[src/rtl/fsmc_channel_fifo.sv]
// fsmc_channel_fifo: register/FIFO stage downstream of fsmc_interface.
// Regions: TX data FIFO (cs=0), STATUS (1), CTRL (2), SCRATCH (3).
// The FIFO drains to on-chip logic over a first-word-fall-through valid/ready stream.
// Optional feature: define FSMC_FIFO_IRQ_EN to add the registered irq output.
module fsmc_channel_fifo #(
  parameter int unsigned DEPTH = 16,
  parameter int unsigned LVL_W = $clog2(DEPTH) + 1
`ifdef FSMC_FIFO_IRQ_EN
  ,
  parameter int unsigned IRQ_THRESH = 8
`endif
) (
  input  logic        clk,
  input  logic        reset,
  input  logic [3:0]  cs,
  input  logic        bus_wr,
  input  logic        bus_rd,
  input  logic [15:0] module_in,
  output logic [15:0] module_out,
  output logic [15:0] m_data,
  output logic        m_valid,
  input  logic        m_ready
`ifdef FSMC_FIFO_IRQ_EN
  ,
  output logic        irq
`endif
);

  localparam int unsigned PTR_W = $clog2(DEPTH);

  localparam logic [3:0] CS_DATA    = 4'd0;
  localparam logic [3:0] CS_STATUS  = 4'd1;
  localparam logic [3:0] CS_CTRL    = 4'd2;
  localparam logic [3:0] CS_SCRATCH = 4'd3;

  logic [15:0]      mem [DEPTH];
  logic [PTR_W-1:0] wr_ptr;
  logic [PTR_W-1:0] rd_ptr;
  logic [LVL_W-1:0] level;
  logic             overflow;
  logic             enable;
  logic             irq_mask;
  logic [15:0]      scratch;

  logic             full_c;
  logic             empty_c;
  logic             push_req_c;
  logic             push_c;
  logic             pop_c;
  logic             flush_c;
  logic             ovf_set_c;
  logic             ovf_clr_c;
  logic             ctrl_wr_c;
  logic             scratch_wr_c;
  logic [15:0]      status_c;
  logic [15:0]      rd_word_c;

  // Reads have no side effects; the strobe is accepted but unused.
  logic             bus_rd_unused;
  assign bus_rd_unused = bus_rd;

  // Stream side is taken straight from FIFO state (fall-through head).
  assign m_data  = mem[rd_ptr];
  assign m_valid = ~empty_c;

  // Strobe decode and FIFO accept/drop decisions.
  always_comb begin
    full_c       = 1'b0;
    empty_c      = 1'b0;
    push_req_c   = 1'b0;
    push_c       = 1'b0;
    pop_c        = 1'b0;
    flush_c      = 1'b0;
    ovf_set_c    = 1'b0;
    ovf_clr_c    = 1'b0;
    ctrl_wr_c    = 1'b0;
    scratch_wr_c = 1'b0;

    full_c       = (level == LVL_W'(DEPTH));
    empty_c      = (level == '0);
    ctrl_wr_c    = bus_wr & (cs == CS_CTRL);
    scratch_wr_c = bus_wr & (cs == CS_SCRATCH);
    flush_c      = ctrl_wr_c & module_in[1];
    ovf_clr_c    = bus_wr & (cs == CS_STATUS) & module_in[15];
    pop_c        = ~empty_c & m_ready;
    push_req_c   = bus_wr & (cs == CS_DATA) & enable;
    // A full FIFO still accepts a push when the head leaves in the same cycle.
    push_c       = push_req_c & (~full_c | pop_c);
    ovf_set_c    = push_req_c & full_c & ~pop_c;
  end

  // FIFO storage, pointers and level; flush overrides any same-cycle push/pop.
  always_ff @(posedge clk or negedge reset) begin
    if (!reset) begin
      for (int unsigned i = 0; i < DEPTH; i++) begin
        mem[i] <= '0;
      end
      wr_ptr <= '0;
      rd_ptr <= '0;
      level  <= '0;
    end else if (flush_c) begin
      wr_ptr <= '0;
      rd_ptr <= '0;
      level  <= '0;
    end else begin
      if (push_c) begin
        mem[wr_ptr] <= module_in;
        wr_ptr      <= wr_ptr + PTR_W'(1);
      end
      if (pop_c) begin
        rd_ptr <= rd_ptr + PTR_W'(1);
      end
      case ({push_c, pop_c})
        2'b10:   level <= level + LVL_W'(1);
        2'b01:   level <= level - LVL_W'(1);
        default: level <= level;
      endcase
    end
  end

  // Sticky overflow flag, cleared by W1C on STATUS bit 15; flush leaves it alone.
  always_ff @(posedge clk or negedge reset) begin
    if (!reset) begin
      overflow <= 1'b0;
    end else if (ovf_clr_c) begin
      overflow <= 1'b0;
    end else if (ovf_set_c) begin
      overflow <= 1'b1;
    end
  end

  // Control and scratch registers; flush bit is a pulse and is never stored.
  always_ff @(posedge clk or negedge reset) begin
    if (!reset) begin
      enable   <= 1'b1;
      irq_mask <= 1'b0;
      scratch  <= '0;
    end else begin
      if (ctrl_wr_c) begin
        enable   <= module_in[0];
        irq_mask <= module_in[2];
      end
      if (scratch_wr_c) begin
        scratch <= module_in;
      end
    end
  end

  // Read-back mux; DATA is write-only and unmapped selects read as zero.
  always_comb begin
    status_c  = '0;
    rd_word_c = '0;
    status_c  = {overflow, full_c, empty_c, 5'b0_0000, 8'(level)};
    case (cs)
      CS_STATUS:  rd_word_c = status_c;
      CS_CTRL:    rd_word_c = {13'd0, irq_mask, 1'b0, enable};
      CS_SCRATCH: rd_word_c = scratch;
      default:    rd_word_c = '0;
    endcase
  end

  // Registered read data, refreshed every cycle from the mux.
  always_ff @(posedge clk or negedge reset) begin
    if (!reset) begin
      module_out <= '0;
    end else begin
      module_out <= rd_word_c;
    end
  end

`ifdef FSMC_FIFO_IRQ_EN
  // Level/overflow interrupt, gated by the CTRL mask.
  always_ff @(posedge clk or negedge reset) begin
    if (!reset) begin
      irq <= 1'b0;
    end else begin
      irq <= irq_mask & ((level >= LVL_W'(IRQ_THRESH)) | overflow);
    end
  end
`endif

endmodule
[config.mk]
export PLATFORM = sky130hd
export DESIGN_NAME = fsmc_channel_fifo
export DESIGN_NICKNAME = d
export VERILOG_FILES = /design/src/rtl/fsmc_channel_fifo.sv
export SDC_FILE = /design/constraint.sdc
export NUM_CORES = 1
export LEC_CHECK = 0
export CAP_MARGIN = 20
export CELL_PAD_IN_SITES_DETAIL_PLACEMENT = 1
export CELL_PAD_IN_SITES_GLOBAL_PLACEMENT = 1
export CORE_MARGIN = 2
export CORE_UTILIZATION = 30
export DETAILED_ROUTE_END_ITERATION = 12
export PLACE_DENSITY_LB_ADDON = 0.25
export SLEW_MARGIN = 10
export SYNTH_ARGS = -nofsm -noshare
export SYNTH_HDL_FRONTEND = slang
export SYNTH_SLANG_ARGS = --single-unit
[constraint.sdc]
create_clock -name clk -period 4.65 [get_ports clk]
set_input_delay 1.395 -clock clk [delete_from_list [all_inputs] [get_ports clk]]
set_output_delay 1.395 -clock clk [all_outputs]
set_load 0.02 [all_outputs]
Word level (Yosys, flattened, before mapping)
Index checks and enable logic that the tools add are counted.
{"block": "totals", "word_cells": 78, "input_bits": 25, "ff_bits": 304, "output_inout_bits": 33}
{"block": "classes", "n_mux": 15, "reduce_logical": 8, "n_eq_ne": 6, "n_bitwise": 18, "n_lt_le_gt_ge": 3, "n_addsub": 4}
{"op": "$bwmux W256", "count": 1}
{"op": "$bmux W16 S4", "count": 1}
{"op": "$demux W16 S4", "count": 1}
{"op": "$mux W16", "count": 3}
{"op": "$pmux W16 S3", "count": 1}
{"op": "$mux W4", "count": 4}
{"op": "$and A1 B1 Y1", "count": 11}
{"op": "$ge A5 B5 Y1 const B", "count": 2}
{"op": "$not A4 Y5", "count": 2}
{"op": "$pmux W5 S2", "count": 1}
{"op": "$add A4 B1 Y4 const B", "count": 2}
{"op": "$eq A4 B2 Y1 const B", "count": 2}
{"op": "$reduce_bool A2 Y1", "count": 3}
{"op": "$add A5 B1 Y5 const B", "count": 1}
{"op": "$eq A5 B5 Y1 const B", "count": 1}
{"op": "$logic_not A5 Y1", "count": 1}
{"op": "$lt A5 B1 Y1 const B", "count": 1}
{"op": "$mux W5", "count": 1}
{"op": "$sub A5 B1 Y5 const B", "count": 1}
{"op": "$eq A4 B1 Y1 const B", "count": 1}
{"op": "$logic_not A4 Y1", "count": 1}
{"op": "$not A1 Y1", "count": 4}
{"op": "$reduce_bool A3 Y1", "count": 1}
{"op": "$eq A2 B1 Y1 const B", "count": 1}
{"op": "5 further kinds", "count": 6}

Depth between registers and ports, before layout
Gate-level depths: netlist of the first run.
{"block": "logic_depth", "depth_word": 8, "depth_mapped": 11, "mapped_depth_nobuf": 10}

Worst setup path after synthesis of the first run
OpenSTA, ideal clock, no wires.
{"block": "synth_timing", "kind": "register to output", "startpoint": "reg rd_ptr[0]", "endpoint": "out m_data[5]", "required_time_ns": 3.255, "path_slack_ns": 1.264, "arrival_time_ns": 1.991, "path_buffers": 2, "stages_incl_launch_ff": 5, "cell_sequence": "dfrtp_1 -> buf_2 -> buf_2 -> mux4_2 -> mux4_2"}
{"block": "synth_via", "elab_chain_len": 4}
{"item": "from (decl)", "line_no": "38", "rtl": "logic [PTR_W-1:0] rd_ptr;"}
{"item": "from (signal assigned)", "line_no": "111", "rtl": "rd_ptr <= rd_ptr + PTR_W'(1);"}
{"item": "$not A4 Y5 (implied by the code)", "line_no": "63", "rtl": "assign m_data = mem[rd_ptr];"}
{"item": "$bmux W16 S4", "line_no": "63"}
{"item": "$mux W16 (implied by the code) (2 in series)", "line_no": "63"}
{"item": "to (decl)", "line_no": "20", "rtl": "output logic [15:0] m_data,"}
No other way between the ends. The select of a mux whose other input is x is not followed.

Final worst setup path of the first run
{"block": "layout_timing", "startpoint": "reg rd_ptr[0]", "endpoint": "out m_data[13]"}
Same word-level chain as after synthesis.

==> results.md, run 1 <==
- Worst-Skew Late Latency: 550 ps
- Endpoints failing setup: 0
- Adder-Cell Fraction of Synth Area: 0.521%
- Hold Path Cell Cnt: 1
- Synth Area per Inst: 16.7 um^2
- Slowest library cell on the worst path: dfrtp_4
- Peak supply drop: 210 uV
- Post-Route Setup TNS: 0 ps
- Post-synthesis xor/xnor area fraction: 0.486%
- Antenna Nets Post-Route: 0
- Yosys warning count: 0
- Routed len/inst: 23.2 um
- Root Driver: clkbuf_16
- Inserted Clock Buffers: 37
- Max-cap violations: 0
- Vias/cell: 4.90
- H-tree depth: 2
- Area leader, netlist: dfrtp_1
- Total grt overflow: 0
- Worst path top cell family by delay: multiplexers
- Post-synthesis simple-gate area fraction: 3.18%
- Pwr/cell area: 434 mW/mm^2
- Clock sinks: 304
- Slew Limit Fails: 0
- Synth Net Count: 894
- CTS Buffer Depth: 3
- Buf/Inv on CP: 2
- Non-Filler Instances: 1564
- Cell Rows: 80
- Critical Path AT: 3110 ps
- Clk slew on worst S/H paths: 60 ps
- Final nets: 951
- Most common cell after layout, fill and taps aside: dfrtp_1
- Fraction of layout cells with a size suffix above 1: 49.6%
- Crit Path Class: register to output port
- Yosys reg bits: 304
- Most frequent cells in the layout: 301 x dfrtp_1, 152 x mux2_2, 120 x mux2_4, 80 x mux4_2, 55 x clkdlybuf4s50_1
- Synth Flop Type: dfrtp_1
- Main combinational cell family by area after synthesis: multiplexers
- Yosys cell types: 54
- Yosys top cell area share: 52.6%
- Total iterations of the first detailed-routing run: 4
- # diodes: 0
- Register area share after synthesis: 52.8%
- Run status: finished, final reports clean
- Die H: 223 um
- Setup crit start kind: register
- Multiplexer share of the synthesized area: 37.3%
- CP Capture Type: output port
- Fin crit period: 4510 ps
- Die width: 223 um
- Worst Tran Pin Value: 999 ps
- Post-synth ARST share: 100%
- Largest net degree at the start of global routing: 81
- Post-synthesis compound-gate area fraction: 1.64%
- Vias in the first global route: 8544
- Leakage: 0.00772 uW
- GRT Total Usage: 15.2%
- CTS tree: built
- Max FO, Critical Path: 11
- Synth top area cells: dfrtp_1 53%, mux2_4 13%, mux4_2 13%
- Residual DRC: 0
- Final WL: 36300 um
- Max Clock Skew: 16.5 ps
- Worst-path cell chain: buf_4, mux4_2, mux4_2, clkdlybuf4s50_1
- GP Congestion: 0.715
- IO Port Bufs: 56
- Antenna violations before repair: 1
- Post-synth EDFFs: 0
- Final Hold Fails: 0
- Mapped Area: 0.0144 mm^2
- Cts hold-fix bufs: 0
- Setup Buffers After CTS: 0
- RSZ-0062 raised after global routing: no
- Placed Instances: 1496
- Critical Path RT: 3250 ps
- F_max: 222 MHz
- Worst path most repeated cell: mux4_2
- Max stage delay on crit path: 610 ps
- Die area: 0.0498 mm^2
- Initial Util: 30.3%
- Initial DRC count: 305
- PostCTS Resize Cnt: 0
- Tcrit/Tclk final: 97.0%
- Core Area: 0.0475 mm^2
- Synth-to-Final Area Change: 17.0%
- Hold Crit Class: register to register
- Syn Inst Count: 863
- Cells on worst reg2reg path: 11
- First-pass GRT wire length: 56300 um
- Slew HR: 33.4%
- I/O pins: 58
- WP depth: 4
- Dpl hpwl: 22300 um
- Vias: 7658
state kept, by name (all words and copies together), names as in the netlist:
name	flops
module_out	16
rd_ptr	4
irq_mask	1
scratch	16
overflow	1
enable	1
level	5
mem	256
wr_ptr	4
power by group:
part | switching [uW] | internal, uW
sequential | 216 | 2800
combinational | 674 | 645
clock | 1170 | 1810
worst paths after layout:
check / from / endpoint / slack (ps)
worst max-delay path: rd_ptr[0] / m_data[13] / 140
worst min-delay path: scratch[5] / module_out[5] / 470
worst max register to register: level[0] / level[4] / 1990
worst min register to register: scratch[5] / module_out[5] / 470
max in group asynchronous: reset / mem[39] / 2820
min in group asynchronous: reset / module_out[11] / 820
layout make-up:
cell class / instances / area (um^2)
Clock buffer: 54 / 1130
Clock inverter: 14 / 134
Fill cell: 4784 / 30700
Inverter: 6 / 22.5
Multi-Input combinational cell: 478 / 6210
Sequential cell: 304 / 7610
Tap cell: 615 / 769
Timing Repair Buffer: 93 / 981
metal layers:
metal  track usage (%)  wire length, um  vias up
li1                  -                -     3299
met1              20.9            16700     4196
met2              24.5            17500      103
met3              2.62             1260       58
met4              4.72              820        2
met5                 0               11        -
cells in the mapped netlist (2+ instances only):
master    number
nor2b_1        3
mux2i_1        3
and3_1        12
mux2_2       152
xnor2_1        3
mux2_1         2
a32o_1         2
and3_2         4
a32oi_1        2
and2b_2        2
buf_6         29
mux4_2        80
xor2_1         5
nor3_1         5
a22oi_1        2
a21oi_1        6
o21ai_0        5
buf_2          9
buf_1          4
ha_1           6
nand2_1       13
and2_1        10
inv_1          6
dfrtp_1      303
nor2_1        14
nand3_1        4
mux2_4       120
a22o_1         3
clkbuf_1      29
through the flow:
stage                     area [um^2]  hold slack (ps)  power (uW)  util (%)  setup slack [ps]
final                           16900              475        7310      35.5               140
after global routing            16900              507        7660      35.5              51.8
after CTS                       16900              477        7460      35.5              68.5
after detailed placement        15600              473        4430      32.8               419
after global placement          15600              467        4420      32.8               428
after floorplan                 14400              445        3920         -              1260
cells by family (layout without fill, tap and decap cells):
group           after synthesis  in the layout
flops                       304            304
compound gates               30             30
simple gates                 77             77
buf+inv                      81            167
fa+ha+maj                     6              6
mux                         357            357
xor+xnor                      8              8
Power figures use the tool's default switching activity.
==> run 2, diff against run 1 <==
--- a/config.mk
+++ b/config.mk
@@ -8,7 +8,6 @@
 export CAP_MARGIN = 20
 export CELL_PAD_IN_SITES_DETAIL_PLACEMENT = 1
 export CELL_PAD_IN_SITES_GLOBAL_PLACEMENT = 1
-export CORE_MARGIN = 2
 export CORE_UTILIZATION = 30
 export DETAILED_ROUTE_END_ITERATION = 12
 export PLACE_DENSITY_LB_ADDON = 0.25
==> results.md, run 2 (synthesis results as in run 1) <==
- Die area: 0.0489 mm^2 (-1.8%)
- Run status: finished, final reports clean
- Inserted Clock Buffers: 37 (unchanged)
- Peak supply drop: 247 uV (+18%)
- Vias: 7736 (+1.0%)
- Worst Tran Pin Value: 813 ps (-186 ps)
- Final setup margin: 228 ps (+87.4 ps)
- Fraction of layout cells with a size suffix above 1: 49.1% (-0.53 points)
- CTS Buffer Depth: 3 (unchanged)
- Largest regs: mem (256), module_out (16), scratch (16)
- Max Clock Skew: 18.3 ps (+1.86 ps)
- Slew HR: 45.8% (+12 points)
- Slowest library cell on the worst path: clkdlybuf4s50_1
- Dpl ws: 447 ps (+27.8 ps)
- PostCTS Resize Cnt: 0 (unchanged)
- GRT Total Usage: 15.4% (+0.25 points)
- IO Port Bufs: 56 (unchanged)
- Die width: 221 um (-0.90%)
- Endpoints failing setup: 0 (unchanged)
- Vias/cell: 4.97 (+1.5%)
- Dpl hpwl: 22500 um (+1.0%)
- Routed len/inst: 23.5 um (+1.2%)
- Worst path top cell family by delay: multiplexers
- GP Congestion: 0.711 (-0.56%)
- Max stage delay on crit path: 580 ps (-30 ps)
- Die H: 221 um (-0.90%)
- Residual DRC: 0 (unchanged)
- Initial Util: 30.7% (+0.38 points)
- Total grt overflow: 0 (unchanged)
- Final WL: 36600 um (+0.71%)
- Tcrit/Tclk final: 95.1% (-1.9 points)
- Max FO, Critical Path: 7 (-4)
- Filler cells: 4732 (-1.1%)
- Design Area, Final: 0.0169 mm^2 (+0.27%)
- Total iterations of the first detailed-routing run: 4 (unchanged)
- Final hold slack: 478 ps (+3.75 ps)
- Root Driver: clkbuf_16
- Initial DRC count: 441 (+45%)
- Leakage: 0.00774 uW (+0.21%)
- F_max: 226 MHz (+2.0%)
- Max-cap violations: 0 (unchanged)
- CP Capture Type: output port
- Crit Path Class: register to output port
- Clk slew on worst S/H paths: 50 ps (about the same)
- Critical Path RT: 3250 ps (about the same)
- CTS tree: built
- Worst-Skew Late Latency: 540 ps (about the same)
- Final nets: 957 (+0.63%)
- Cell Rows: 79 (-1.3%)
- # diodes: 0 (unchanged)
- RSZ-0062 raised after global routing: no
- Final Hold Fails: 0 (unchanged)
- Largest net degree at the start of global routing: 95 (+17%)
- Worst-path cell chain: buf_12, buf_4, mux4_2, mux4_2, clkdlybuf4s50_1
- DP Area: 0.0156 mm^2 (+0.22%)
- Buf/Inv on CP: 3 (+1)
- Critical Path AT: 3030 ps (-80 ps)
- Slew Limit Fails: 0 (unchanged)
- Pwr/cell area: 432 mW/mm^2 (-0.36%)
- I/O pins: 58 (unchanged)
- Worst R2R Setup Slack: 1810 ps (-180 ps)
- Worst path most repeated cell: mux4_2
- First-pass GRT wire length: 57100 um (+1.5%)
- Most common cell after layout, fill and taps aside: dfrtp_1
- Clock sinks: 304 (unchanged)
- Max FFs per register: 256 (unchanged)
- Core Area: 0.0470 mm^2 (-1.2%)
- H-tree depth: 2 (unchanged)
- Fin crit period: 4420 ps (-87.4 ps)
- Synth-to-Final Area Change: 17.4%
- Reg with most FFs: mem
- Setup crit start kind: register
- Antenna Nets Post-Route: 0 (unchanged)
- Antenna violations before repair: 0 (-1)
- Vias in the first global route: 8618 (+0.87%)
- Most frequent cells in the layout: 301 x dfrtp_1, 152 x mux2_2, 120 x mux2_4, 80 x mux4_2, 55 x clkdlybuf4s50_1
- Cts hold-fix bufs: 0 (unchanged)
- Post-Route Setup TNS: 0 ps (unchanged)
- Hold Crit Class: register to register
## run 2: per-stage QoR
stage,total power [uW],util (%),cells
final,7310,36.0,1556
after global routing,7640,36.0,1556
after CTS,7400,35.9,1552
after detailed placement,4410,33.3,1489
after global placement,4390,33.3,1489
after floorplan,3920,-,863
## run 2: layout make-up
class | count | area, um^2 | area share (%)
clock inverter | 9 | 126 | 0.747
timing repair buffer | 99 | 1110 | 6.56
clock buffer | 53 | 1070 | 6.32
inverter | 6 | 22.5 | 0.133
sequential | 304 | 7610 | 45.0
multi-input combinational | 478 | 6210 | 36.7
tap | 607 | 759 | 4.49
## run 2: final timing paths
kind,startpoint,end,cells after the start
max reg2reg,level[1],level[4],10
min,scratch[10],module_out[10],1
max,rd_ptr[0],m_data[3],5
max in group asynchronous,reset,mem[84],2
min in group asynchronous,reset,mem[201],1
min reg2reg,scratch[10],module_out[10],1
## run 2: power breakdown
part | internal (uW) | total, uW | switching (uW)
registers | 2800 | 2940 | 139
logic | 691 | 1480 | 787
clock network | 1760 | 2890 | 1130
total | 5250 | 7310 | 2060
## run 2: routing by layer
| metal | part of all wire (%) | up-vias | GRT usage (%) |
|---|---|---|---|
| met4 | 1.8 | 0 | 4.29 |
| met5 | 0 | - | 0 |
| met2 | 49 | 110 | 24.9 |
| li1 | - | 3322 | - |
| met3 | 2.6 | 49 | 2.26 |
| met1 | 47 | 4255 | 21.6 |
## run 2: timing repair
item,in CTS,in global routing
buffers inserted,1,4
hold endpoints to repair,0,0
pin swaps,0,0
setup endpoints to repair,13,1
